<file path="src/rtl/cond_check_unit_if.sv">
// Request/response handshake bundle for the condition-check unit.
// master = requester/consumer side, slave = the check unit.
interface cond_check_unit_if;
  logic       req_valid;
  logic [3:0] req_cond;
  logic       req_ready;
  logic       resp_valid;
  logic       resp_pass;
  logic       resp_ready;

  modport master (output req_valid, req_cond, resp_ready,
                  input  req_ready, resp_valid, resp_pass);
  modport slave  (input  req_valid, req_cond, resp_ready,
                  output req_ready, resp_valid, resp_pass);
endinterface

</file>
<file path="src/rtl/cond_check_unit.sv">
// ARM-style condition evaluator with a status register, a one-entry response
// buffer and saturating pass/fail statistics counters.
module cond_check_unit #(
  parameter bit          FORWARD = 1'b1,
  parameter int unsigned CNT_W   = 16
) (
  input  logic             clk,
  input  logic             rst,
  input  logic [3:0]       sr_in,
  input  logic             s_en,
  input  logic             freeze,
  input  logic             clr_cnt,
  output logic [3:0]       sr_out,
  output logic [CNT_W-1:0] pass_cnt,
  output logic [CNT_W-1:0] fail_cnt,
  cond_check_unit_if.slave bus
);
  logic [3:0]       sr_q, sr_d, eff;
  logic             vld_q, vld_d, pass_q, pass_d;
  logic [CNT_W-1:0] pc_q, pc_d, fc_q, fc_d;
  logic             flag_upd, accept, cond_ok;
  logic             z, c, n, v;

  assign flag_upd = s_en & ~freeze;
  // Forwarding lets an instruction see flags committed in the same cycle.
  assign eff = (FORWARD && flag_upd) ? sr_in : sr_q;
  assign {z, c, n, v} = eff;

  always_comb begin
    cond_ok = 1'b1;
    case (bus.req_cond)
      4'b0000: cond_ok = z;
      4'b0001: cond_ok = ~z;
      4'b0010: cond_ok = c;
      4'b0011: cond_ok = ~c;
      4'b0100: cond_ok = n;
      4'b0101: cond_ok = ~n;
      4'b0110: cond_ok = v;
      4'b0111: cond_ok = ~v;
      4'b1000: cond_ok = c & ~z;
      4'b1001: cond_ok = ~c | z;
      4'b1010: cond_ok = (n == v);
      4'b1011: cond_ok = (n != v);
      4'b1100: cond_ok = ~z & (n == v);
      4'b1101: cond_ok = z | (n != v);
      default: cond_ok = 1'b1;
    endcase
  end

  assign bus.req_ready = ~freeze & (~vld_q | bus.resp_ready);
  assign accept        = bus.req_valid & bus.req_ready & ~rst;

  always_comb begin
    sr_d   = sr_q;
    vld_d  = vld_q;
    pass_d = pass_q;
    pc_d   = pc_q;
    fc_d   = fc_q;
    if (flag_upd) sr_d = sr_in;
    // A new accept overwrites a draining entry, so there is no bubble.
    if (accept) begin
      vld_d  = 1'b1;
      pass_d = cond_ok;
    end else if (bus.resp_ready) begin
      vld_d = 1'b0;
    end
    if (clr_cnt) begin
      pc_d = '0;
      fc_d = '0;
    end else if (accept) begin
      if (cond_ok) begin
        if (pc_q != {CNT_W{1'b1}}) pc_d = pc_q + 1'b1;
      end else begin
        if (fc_q != {CNT_W{1'b1}}) fc_d = fc_q + 1'b1;
      end
    end
  end

  always_ff @(posedge clk) begin
    if (rst) begin
      sr_q   <= 4'b0000;
      vld_q  <= 1'b0;
      pass_q <= 1'b0;
      pc_q   <= '0;
      fc_q   <= '0;
    end else begin
      sr_q   <= sr_d;
      vld_q  <= vld_d;
      pass_q <= pass_d;
      pc_q   <= pc_d;
      fc_q   <= fc_d;
    end
  end

  assign sr_out         = sr_q;
  assign bus.resp_valid = vld_q;
  assign bus.resp_pass  = pass_q;
  assign pass_cnt       = pc_q;
  assign fail_cnt       = fc_q;
endmodule

</file>
<file path="src/flat_wrapper.sv">
// flat-port wrapper written by rule: the top's interface ports become plain ports
module cond_check_unit_flat 
#(
  parameter bit          FORWARD = 1'b1,
  parameter int unsigned CNT_W   = 16
)
  (clk, rst, sr_in, s_en, freeze, clr_cnt, sr_out, pass_cnt, fail_cnt, bus_req_valid, bus_req_cond, bus_resp_ready, bus_req_ready, bus_resp_valid, bus_resp_pass);
  cond_check_unit_if bus_i ();
  input  logic clk;
  input  logic rst;
  input  logic [3:0] sr_in;
  input  logic s_en;
  input  logic freeze;
  input  logic clr_cnt;
  output logic [3:0] sr_out;
  output logic [CNT_W-1:0] pass_cnt;
  output logic [CNT_W-1:0] fail_cnt;
  input wire logic [$bits(bus_i.req_valid)-1:0] bus_req_valid;
  input wire logic [$bits(bus_i.req_cond)-1:0] bus_req_cond;
  input wire logic [$bits(bus_i.resp_ready)-1:0] bus_resp_ready;
  output wire logic [$bits(bus_i.req_ready)-1:0] bus_req_ready;
  output wire logic [$bits(bus_i.resp_valid)-1:0] bus_resp_valid;
  output wire logic [$bits(bus_i.resp_pass)-1:0] bus_resp_pass;
  assign bus_i.req_valid = bus_req_valid;
  assign bus_i.req_cond = bus_req_cond;
  assign bus_i.resp_ready = bus_resp_ready;
  assign bus_req_ready = bus_i.req_ready;
  assign bus_resp_valid = bus_i.resp_valid;
  assign bus_resp_pass = bus_i.resp_pass;
  cond_check_unit #(.FORWARD(FORWARD), .CNT_W(CNT_W)) u_core (.clk(clk), .rst(rst), .sr_in(sr_in), .s_en(s_en), .freeze(freeze), .clr_cnt(clr_cnt), .sr_out(sr_out), .pass_cnt(pass_cnt), .fail_cnt(fail_cnt), .bus(bus_i));
endmodule
</file>
<file path="config.mk">
export PLATFORM = sky130hd
export DESIGN_NAME = cond_check_unit_flat
export DESIGN_NICKNAME = d
export VERILOG_FILES = /design/src/rtl/cond_check_unit_if.sv /design/src/rtl/cond_check_unit.sv /design/src/flat_wrapper.sv
export SDC_FILE = /design/constraint.sdc
export NUM_CORES = 1
export LEC_CHECK = 0
export ABC_AREA = 1
export CORE_ASPECT_RATIO = 0.75
export CORE_UTILIZATION = 50
export DETAILED_ROUTE_END_ITERATION = 6
export PLACE_DENSITY_LB_ADDON = 0.08
export RECOVER_POWER = 25
export SLEW_MARGIN = 20
export SYNTH_ARGS = -nofsm -noshare
export SYNTH_HDL_FRONTEND = slang
export SYNTH_SLANG_ARGS = --single-unit
</file>
<file path="constraint.sdc">
create_clock -name clk -period 2.73 [get_ports clk]
set_input_delay 0.546 -clock clk [delete_from_list [all_inputs] [get_ports clk]]
set_output_delay 0.546 -clock clk [all_outputs]
set_load 0.02 [all_outputs]
</file>
Word level (Yosys, flattened, before mapping):

Index checks and enable logic that the tools add are counted.

* add/subtract/negate cells: 2
* multiply operators: 0
* div/mod/pow operators: 0
* magnitude comparators: 0
* eq/ne operators: 17
* shift-type cells: 0
* mux-type cells: 4
* bitwise gates (word level): 17
* reductions and logical operators: 5

Operator list (number)
* adder 16 x 1 -> 16 bit (second input constant): 2
* inequality test 16 bit (second input constant): 2
* == test 4 bit (second input constant): 6
* == test 4 x 3 -> 1 bit (second input constant): 4
* case mux 1 bit (14 select lines): 1
* == test 4 x 2 -> 1 bit (second input constant): 2
* NOT 1 bit: 8
* AND 1 bit: 6
* AND reduction 3 bit: 2
* == test 4 x 1 -> 1 bit (second input constant): 1
* zero test 4 bit: 1
* 2-to-1 mux 4 bit: 1
* bitwise OR 1 bit: 3
* 2-to-1 mux 1 bit: 2
* nonzero test 2 bit: 1
* OR reduction 2 bit: 1
* == test 1 bit: 1
* inequality test 1 bit: 1

* register bits: 38
* latch bits: 0
* memory bits (writable): 0
* memory bits (read-only): 0
* input port bits: 15
* output and inout bits: 39
* logic and storage cells: 50
* memories: 0

Logic depth before layout (Yosys ltp):

Gate-level depths: netlist of the first run.

* depth in word-level cells: 8
* gate-level depth with buffers: 15

Worst setup path before layout of the first run:

Ideal clock, no wire load.

* path type: flip-flop to flip-flop
* start: register u_core.fc_q[0], in the netlist u_core.fail_cnt[0]
* end: register u_core.fc_q[3], in the netlist u_core.fail_cnt[3]
* setup time: 111 ps
* data arrival time: 1871 ps
* required time: 2619 ps
* path slack: 748 ps
* cell stages (with the launch flop): 13
* buffers on the path: 2
* path through: dfxtp_1 -> ha_1 -> nand3_1 -> nor2_1 -> nand2_1 -> nor3_2 -> nand4_2 -> buf_2 -> buf_2 -> nand3_1 -> nand2_1 -> inv_1 -> nor2_1

* word-level cells in the longest chain between the ends: 2
* elaborated cells on any way between the ends: 3
* those cells by class: 1 x add/sub; 1 x eq/ne; 1 x reduce/logical

RTL lines
* start: declaration: RTL line cond_check_unit.sv:20 `logic [CNT_W-1:0] pc_q, pc_d, fc_q, fc_d;`
* start signal: assignment: RTL line cond_check_unit.sv:85 `fc_q <= '0;`
* start signal: assignment: RTL line cond_check_unit.sv:91 `fc_q <= fc_d;`
* branches (longest 2 deep; another with adder 16 x 1 -> 16 bit)

Several ways; the timed one is not identified.
A chain may end at the register's enable or synchronous reset.

Final worst setup path of the first run:

* start: input port s_en
* end: register u_core.pc_q[3], in the netlist u_core.pass_cnt[3]

* word-level cells in the longest chain between the ends: 6
* elaborated cells on any way between the ends: 14
* those cells by class: 2 x eq/ne; 2 x mux; 9 x bitwise; 1 x reduce/logical

RTL lines
* start: declaration: RTL line flat_wrapper.sv:12 `input logic s_en;`
* AND 1 bit *: RTL line cond_check_unit.sv:24 `assign flag_upd = s_en & ~freeze;`
* 2-to-1 mux 4 bit *: RTL line cond_check_unit.sv:26 `assign eff = (FORWARD && flag_upd) ? sr_in : sr_q;`
* inequality test 1 bit, or another cell as far along: RTL line cond_check_unit.sv:43, cond_check_unit.sv:45
* bitwise OR 1 bit, or another cell as far along: RTL line cond_check_unit.sv:45 `4'b1101: cond_ok = z | (n != v);`
* case mux 1 bit (14 select lines) *: RTL line cond_check_unit.sv:31 `case (bus.req_cond)`
* AND reduction 3 bit (no source line) *
* end signal: assignment: RTL line cond_check_unit.sv:90 `pc_q <= pc_d;`
* end: declaration: RTL line cond_check_unit.sv:20

Every way passes the cells marked *; elsewhere a longest branch is shown, timed or not.

==> results of run 1 <==
## Yosys cell counts
cell | count | area [µm²]
nand3_4 | 2 | 35.0
dfxtp_1 | 38 | 761
inv_2 | 2 | 7.51
nand3b_1 | 1 | 7.51
nor2_2 | 2 | 12.5
nand2_2 | 13 | 81.3
nand4_4 | 1 | 21.3
clkbuf_1 | 3 | 11.3
ha_1 | 2 | 25.0
nand2_1 | 126 | 473
nor4_1 | 2 | 12.5
a21oi_1 | 1 | 5.00
inv_1 | 74 | 278
xor2_1 | 10 | 87.6
buf_6 | 4 | 45.0
xnor2_1 | 1 | 8.76
nand3_2 | 1 | 10.0
nor2_4 | 2 | 22.5
o21ai_0 | 2 | 10.0
clkbuf_8 | 2 | 27.5
nor3_2 | 1 | 10.0
o21ai_1 | 1 | 5.00
nand4_2 | 1 | 12.5
nand2_4 | 1 | 11.3
nand3_1 | 24 | 120
buf_2 | 4 | 20.0
nand4_1 | 31 | 194
nor2_1 | 87 | 327
nor3_1 | 9 | 45.0
nand3b_2 | 3 | 33.8
buf_4 | 1 | 7.51
## flip-flops by register name, indices dropped and copies added, names as in the netlist
signal,count
u_core.bus.resp_pass,1
u_core.bus.resp_valid,1
u_core.fail_cnt,16
u_core.pass_cnt,16
u_core.sr_out,4
## kinds of logic (layout without fill, tap and decap cells)
logic type,Yosys count,after routing
fa+ha+maj,2,2
compound gates,4,4
buf+inv,90,143
xor+xnor,11,11
flops,38,38
simple gates,307,307
## worst max-delay path, stage by stage
cell and delay [ns]:
clkdlybuf4s50_1 0.72, nand2_4 0.14, nand2_1 0.08, nand2_1 0.09, nand2_1 0.07, nand2_1 0.04
nor2_1 0.17, nand2_2 0.11, inv_2 0.08, nand3_4 0.20, nand3_4 0.24, nand2_1 0.07
nand2_1 0.06, nor2_1 0.04
## routing by layer
metal  up-vias  GRT usage, %  share of wire, %
met4         0          7.58               1.4
met2        72          40.2                42
met1      1246          34.2                50
li1       1498             -                 -
met3         7          4.87               6.5
met5         -             0                 0
## power groups by stage
stage | sequential (mW) | combinational, mW | clock (mW)
finish | 0.573 | 0.224 | 0.411
floorplan | 0.597 | 0.147 | 0
detailed placement | 0.586 | 0.226 | 0
global route | 0.574 | 0.248 | 0.439
global placement | 0.585 | 0.222 | 0
CTS | 0.573 | 0.227 | 0.418
## stage by stage
| stage | hold slack (ns) | worst slack [ns] | util (%) | setup TNS (ns) |
|---|---|---|---|---|
| after floorplan | 0.564 | 0.748 | - | 0 |
| after global placement | 0.469 | 0.0357 | 64.8 | 0 |
| after detailed placement | 0.500 | -0.0249 | 64.8 | -0.184 |
| after CTS | 0.517 | 0.278 | 66.6 | 0 |
| after global routing | 0.563 | 0.0597 | 66.6 | 0 |
| final | 0.503 | 0.257 | 66.6 | 0 |
## final timing paths
path / startpoint / slack, ns / cells after the start / endpoint
worst max-delay path: s_en / 0.26 / 14 / u_core.pass_cnt[3]
worst min-delay path: u_core.bus.resp_pass / 0.50 / 2 / u_core.bus.resp_pass
worst max register to register: u_core.fail_cnt[0] / 0.69 / 11 / u_core.fail_cnt[0]
worst min register to register: u_core.bus.resp_pass / 0.50 / 2 / u_core.bus.resp_pass
## final cells by class
cell class | instances | area [µm²] | area share [%]
Sequential cell | 38 | 761 | 22.6
Timing Repair Buffer | 59 | 576 | 17.1
Clock inverter | 1 | 5.00 | 0.148
Inverter | 76 | 285 | 8.46
Tap cell | 72 | 90.1 | 2.67
Multi-Input combinational cell | 324 | 1570 | 46.5
Clock buffer | 7 | 86.3 | 2.56
==> summary.md, run 1 <==
| Metric | Value |
|---|---|
| Run status | `finished, final reports clean` |
| Iteration-0 DRC Markers | `154` |
| TritonCTS buffer count | `5` |
| Main combinational cell family by area after synthesis | `simple AND/OR/NAND/NOR gates` |
| Vias | `2823` |
| Synth cell types | `31` |
| Worst-Margin Slew | `0.405 ns` |
| Synth Area in Simple Gates | `52.4%` |
| P_sw | `0.357 mW` |
| Avg WL per Cell | `11.7 µm` |
| First-pass GRT wire length | `11200 µm` |
| Synthesized Nets | `469` |
| Number of synthesized register bits | `38` |
| I/O pin cnt | `54` |
| Final ANT Viol Nets | `0` |
| Area after DPL | `3280 µm²` |
| Root Buffer | `clkbuf_8` |
| Die boundary width | `87.3 µm` |
| Setup Skew | `0.0112 ns` |
| Drt via density | `4.89` |
| Crit end category | `flip-flop` |
| Gate power share | `18.6%` |
| Post-synthesis compound-gate area fraction | `0.734%` |
| Post-CTS Setup Inserts | `0` |
| Mux share of post-synthesis cell area | `0%` |
| Final nets | `521` |
| Sequential share of power | `47.4%` |
| Finished Layout Cells | `577` |
| Initial antenna violation count | `0` |
| Cells after Synth | `452` |
| Peak VDD IR | `0.000179 V` |
| DIE AREA | `5760 µm²` |
| Max_cap viols | `0` |
| Inst Count DP | `569` |
| Grt total ovfl | `0` |
| Drt drc | `0` |
| Slew Limit Fails | `0` |
| Critical Path Start Type | `input port` |
| CTS tree | `built` |
| Clk buf depth | `2` |
| N_diodes | `0` |
| Most common cell after layout, fill and taps aside | `nand2_1` |
| Largest net degree at the start of global routing | `27` |
| Core area | `5060 µm²` |
| Post-CTS Resized | `0` |
| Cts hold-fix bufs | `0` |
| Slew headroom | `72.9%` |
| First-pass iteration count of the detailed router | `4` |
| Synth Area in Adders | `0.917%` |
| Clk sinks | `38` |
| Crit path max fanout | `17` |
| GPL Wtd Cong | `0.866` |
| Setup CP Type | `input port to flip-flop` |
| Layout cells sized above 1 | `8.12%` |
| Unrepaired setup endpoints after global routing | `false` |
| Worst-Skew Late Latency | `0.30 ns` |
| Worst EP required | `2.91 ns` |
| Num rows | `22` |
| Number of port buffers | `53` |
| Pwr dens | `358 nW/µm²` |
| Crit path DAT | `2.66 ns` |
| Final WL | `6740 µm` |
| Die height | `66.0 µm` |
| Hpwl dp | `5070 µm` |
| Synth Area in XOR/XNOR | `3.53%` |
| Post-route cell area | `3370 µm²` |
| Mapped cell area | `2730 µm²` |
| Leakage power | `1.63 nW` |
| Pwr Total | `1.21 mW` |
| Commonest cells after routing, fill and taps aside | `nand2_1 (127), nor2_1 (87), inv_1 (74)` |
| Ys Warns | `0` |
| Final setup fails | `0` |
| Avg Cell Area, Syn | `6.03 µm²` |
| Fill cell count | `494` |
| Hold crit path type | `flip-flop to flip-flop` |
| Sw frac | `29.5%` |
| Clock share of power | `34.0%` |
| Fmax | `404 MHz` |
| H-Tree Depth | `2` |
| Final min period | `2.47 ns` |
| Final hold vios | `0` |
| Vias in the first global route | `2514` |
| Area grow syn2layout | `23.6%` |
| Seq/Total Area, Yosys | `27.9%` |
| Pint | `0.851 mW` |
| GRT Overall Usage | `25.1%` |
| Initial core utilization | `53.9%` |
| Clock-pin slew on the worst setup and hold paths | `0.08 ns` |
| Crit share post-route | `90.6%` |
Note: power is estimated with default switching activity, not from simulation.
==> run 2, diff against run 1 <==
--- a/config.mk
+++ b/config.mk
@@ -11,6 +11,7 @@
 export DETAILED_ROUTE_END_ITERATION = 6
 export PLACE_DENSITY_LB_ADDON = 0.08
 export RECOVER_POWER = 25
+export REMOVE_ABC_BUFFERS = 1
 export SLEW_MARGIN = 20
 export SYNTH_ARGS = -nofsm -noshare
 export SYNTH_HDL_FRONTEND = slang
==> run 2 against run 1 <==
Effect of this change:
- utilization is 0.25 points higher
- worst hold slack worse by 0.0088 ns
- total power down 2.7%
- setup slack got worse by 0.0014 ns
- critical path type unchanged
- maximum frequency is essentially flat
==> summary.md, run 2 (same netlist as run 1, synthesis figures left out) <==
| Metric | Value |
|---|---|
| Run status | `finished, final reports clean` |
| Setup ws final | `0.255 ns` |
| Worst-Margin Slew | `0.442 ns` |
| Initial core utilization | `53.9%` |
| Core Util, Final | `66.8%` |
| Hold crit path type | `flip-flop to flip-flop` |
| Worst EP required | `2.95 ns` |
| I/O pin cnt | `54` |
| Setup CP Type | `input port to flip-flop` |
| TritonCTS buffer count | `5` |
| Worst-Skew Late Latency | `0.29 ns` |
| Max_cap viols | `0` |
| Crit share post-route | `90.6%` |
| Root Buffer | `clkbuf_8` |
| Pwr dens | `347 nW/µm²` |
| Avg WL per Cell | `11.1 µm` |
| Most common cell after layout, fill and taps aside | `nand2_1` |
| Peak VDD IR | `0.000204 V` |
| Unrepaired setup endpoints after global routing | `false` |
| Iteration-0 DRC Markers | `138` |
| Clk buf depth | `2` |
| Fin Hold WS | `0.495 ns` |
| Crit path max fanout | `17` |
| Slew Limit Fails | `0` |
| Grt total ovfl | `0` |
| Slew headroom | `70.4%` |
| Crit end category | `flip-flop` |
| N_diodes | `0` |
| Inst Count DP | `572` |
| Critical Path Start Type | `input port` |
| Layout cells sized above 1 | `8.88%` |
| Finished Layout Cells | `579` |
| Final nets | `524` |
| Post-CTS Setup Inserts | `0` |
| CTS tree | `built` |
| Initial antenna violation count | `0` |
| Largest net degree at the start of global routing | `20` |
| Post-CTS Resized | `0` |
| Area grow syn2layout | `24.0%` |
| Fill cell count | `484` |
| Final hold vios | `0` |
| Core area | `5060 µm²` |
| Die height | `66.0 µm` |
| Crit path DAT | `2.69 ns` |
| Vias in the first global route | `2410` |
| Final ANT Viol Nets | `0` |
| Hpwl dp | `4880 µm` |
| Commonest cells after routing, fill and taps aside | `nand2_1 (126), nor2_1 (87), inv_1 (74)` |
| Cells along the critical path | `dlygate4sd3_1 -> buf_4 -> nand3b_2 -> nand2_2 -> nand2_1 -> nor2_1 -> nand2_1 -> nand2_2 -> inv_2 -> nand3_4 -> nand3_4 -> nand2_1 -> nand2_1 -> nor2_1` |
| Pre-CTS setup slack | `0.0606 ns` |
| First-pass GRT wire length | `10700 µm` |
| Drt drc | `0` |
| Fmax | `404 MHz` |
| Cts hold-fix bufs | `0` |
| Number of port buffers | `53` |
| Vias | `2866` |
| Final min period | `2.47 ns` |
| Drt via density | `4.95` |
| Crit-path leading delay family | `simple AND/OR/NAND/NOR gates` |
| Worst path buffer plus inverter count | `3` |
| Clk sinks | `38` |
| Delay of the slowest critical-path stage | `0.70 ns` |
| Num rows | `22` |
| Setup Skew | `0.00538 ns` |
| Die boundary width | `87.3 µm` |
| H-Tree Depth | `2` |
| Leakage power | `1.64 nW` |
| Crit-path most repeated cell | `nand2_1` |
| Clock-pin slew on the worst setup and hold paths | `0.07 ns` |
| Fin Setup TNS | `0 ns` |
| GRT Overall Usage | `23.4%` |
| DIE AREA | `5760 µm²` |
| Final WL | `6450 µm` |
| Final setup fails | `0` |
| GPL Wtd Cong | `0.867` |
| First-pass iteration count of the detailed router | `4` |
| Critical-path top delay cell | `dlygate4sd3_1` |
-- run 2: cell types whose count changed in the layout (fill, tap and decap cells not counted) --
cell / delta
clkdlybuf4s50_1: -1
clkbuf_8: -1
dlygate4sd3_1: +1
nand2_2: +1
nand2_1: -1
clkbuf_1: -1
buf_4: +3
clkinv_2: +1
-- run 2: metrics by stage --
step	power (mW)	instance area, µm²
floorplan	0.723	2620
global placement	0.810	3300
detailed placement	0.815	3300
CTS	1.19	3380
global route	1.24	3380
finish	1.17	3380
-- run 2: power breakdown --
part           internal (mW)  switching [mW]  total [mW]
combinational         0.0862           0.142       0.228
clock                  0.172           0.203       0.374
sequential             0.564         0.00852       0.572
total                  0.822           0.353        1.17
-- run 2: per-layer routing --
metal,share of wire (%),global-route usage (%)
met2,42,36.7
met3,5.8,3.87
met1,52,33.4
met5,0,0
met4,0.53,5.74
-- run 2: worst paths after layout --
path                        start                   end  slack, ns  cells after the start
max                          s_en    u_core.pass_cnt[1]       0.26                     14
min          u_core.bus.resp_pass  u_core.bus.resp_pass       0.49                      2
max reg2reg    u_core.fail_cnt[0]    u_core.fail_cnt[6]       0.41                     11
min reg2reg  u_core.bus.resp_pass  u_core.bus.resp_pass       0.49                      2
-- run 2: final cells by class --
class | instances | area [µm²] | share of cell area, %
multi-input cells | 324 | 1570 | 46.4
flip-flops and latches | 38 | 761 | 22.5
repair buffers | 62 | 598 | 17.7
inverters | 76 | 285 | 8.43
well taps | 72 | 90.1 | 2.66
clock buffers | 5 | 68.8 | 2.03
clock inverters | 2 | 10.0 | 0.296
-- run 2: worst register-to-register path: cells and delay by family, from the launching register on --
family / cells / cell delay, ns
simple gates: 9 / 1.25
flops: 1 / 0.42
fa+ha+maj: 1 / 0.22
buf+inv: 1 / 0.31
==> run 3, diff against run 2 <==
--- a/config.mk
+++ b/config.mk
@@ -6,6 +6,7 @@
 export NUM_CORES = 1
 export LEC_CHECK = 0
 export ABC_AREA = 1
+export CAP_MARGIN = 20
 export CORE_ASPECT_RATIO = 0.75
 export CORE_UTILIZATION = 50
 export DETAILED_ROUTE_END_ITERATION = 6
==> results of run 3 <==
No change in the layout: final DEF, timing and power equal those of run 2.
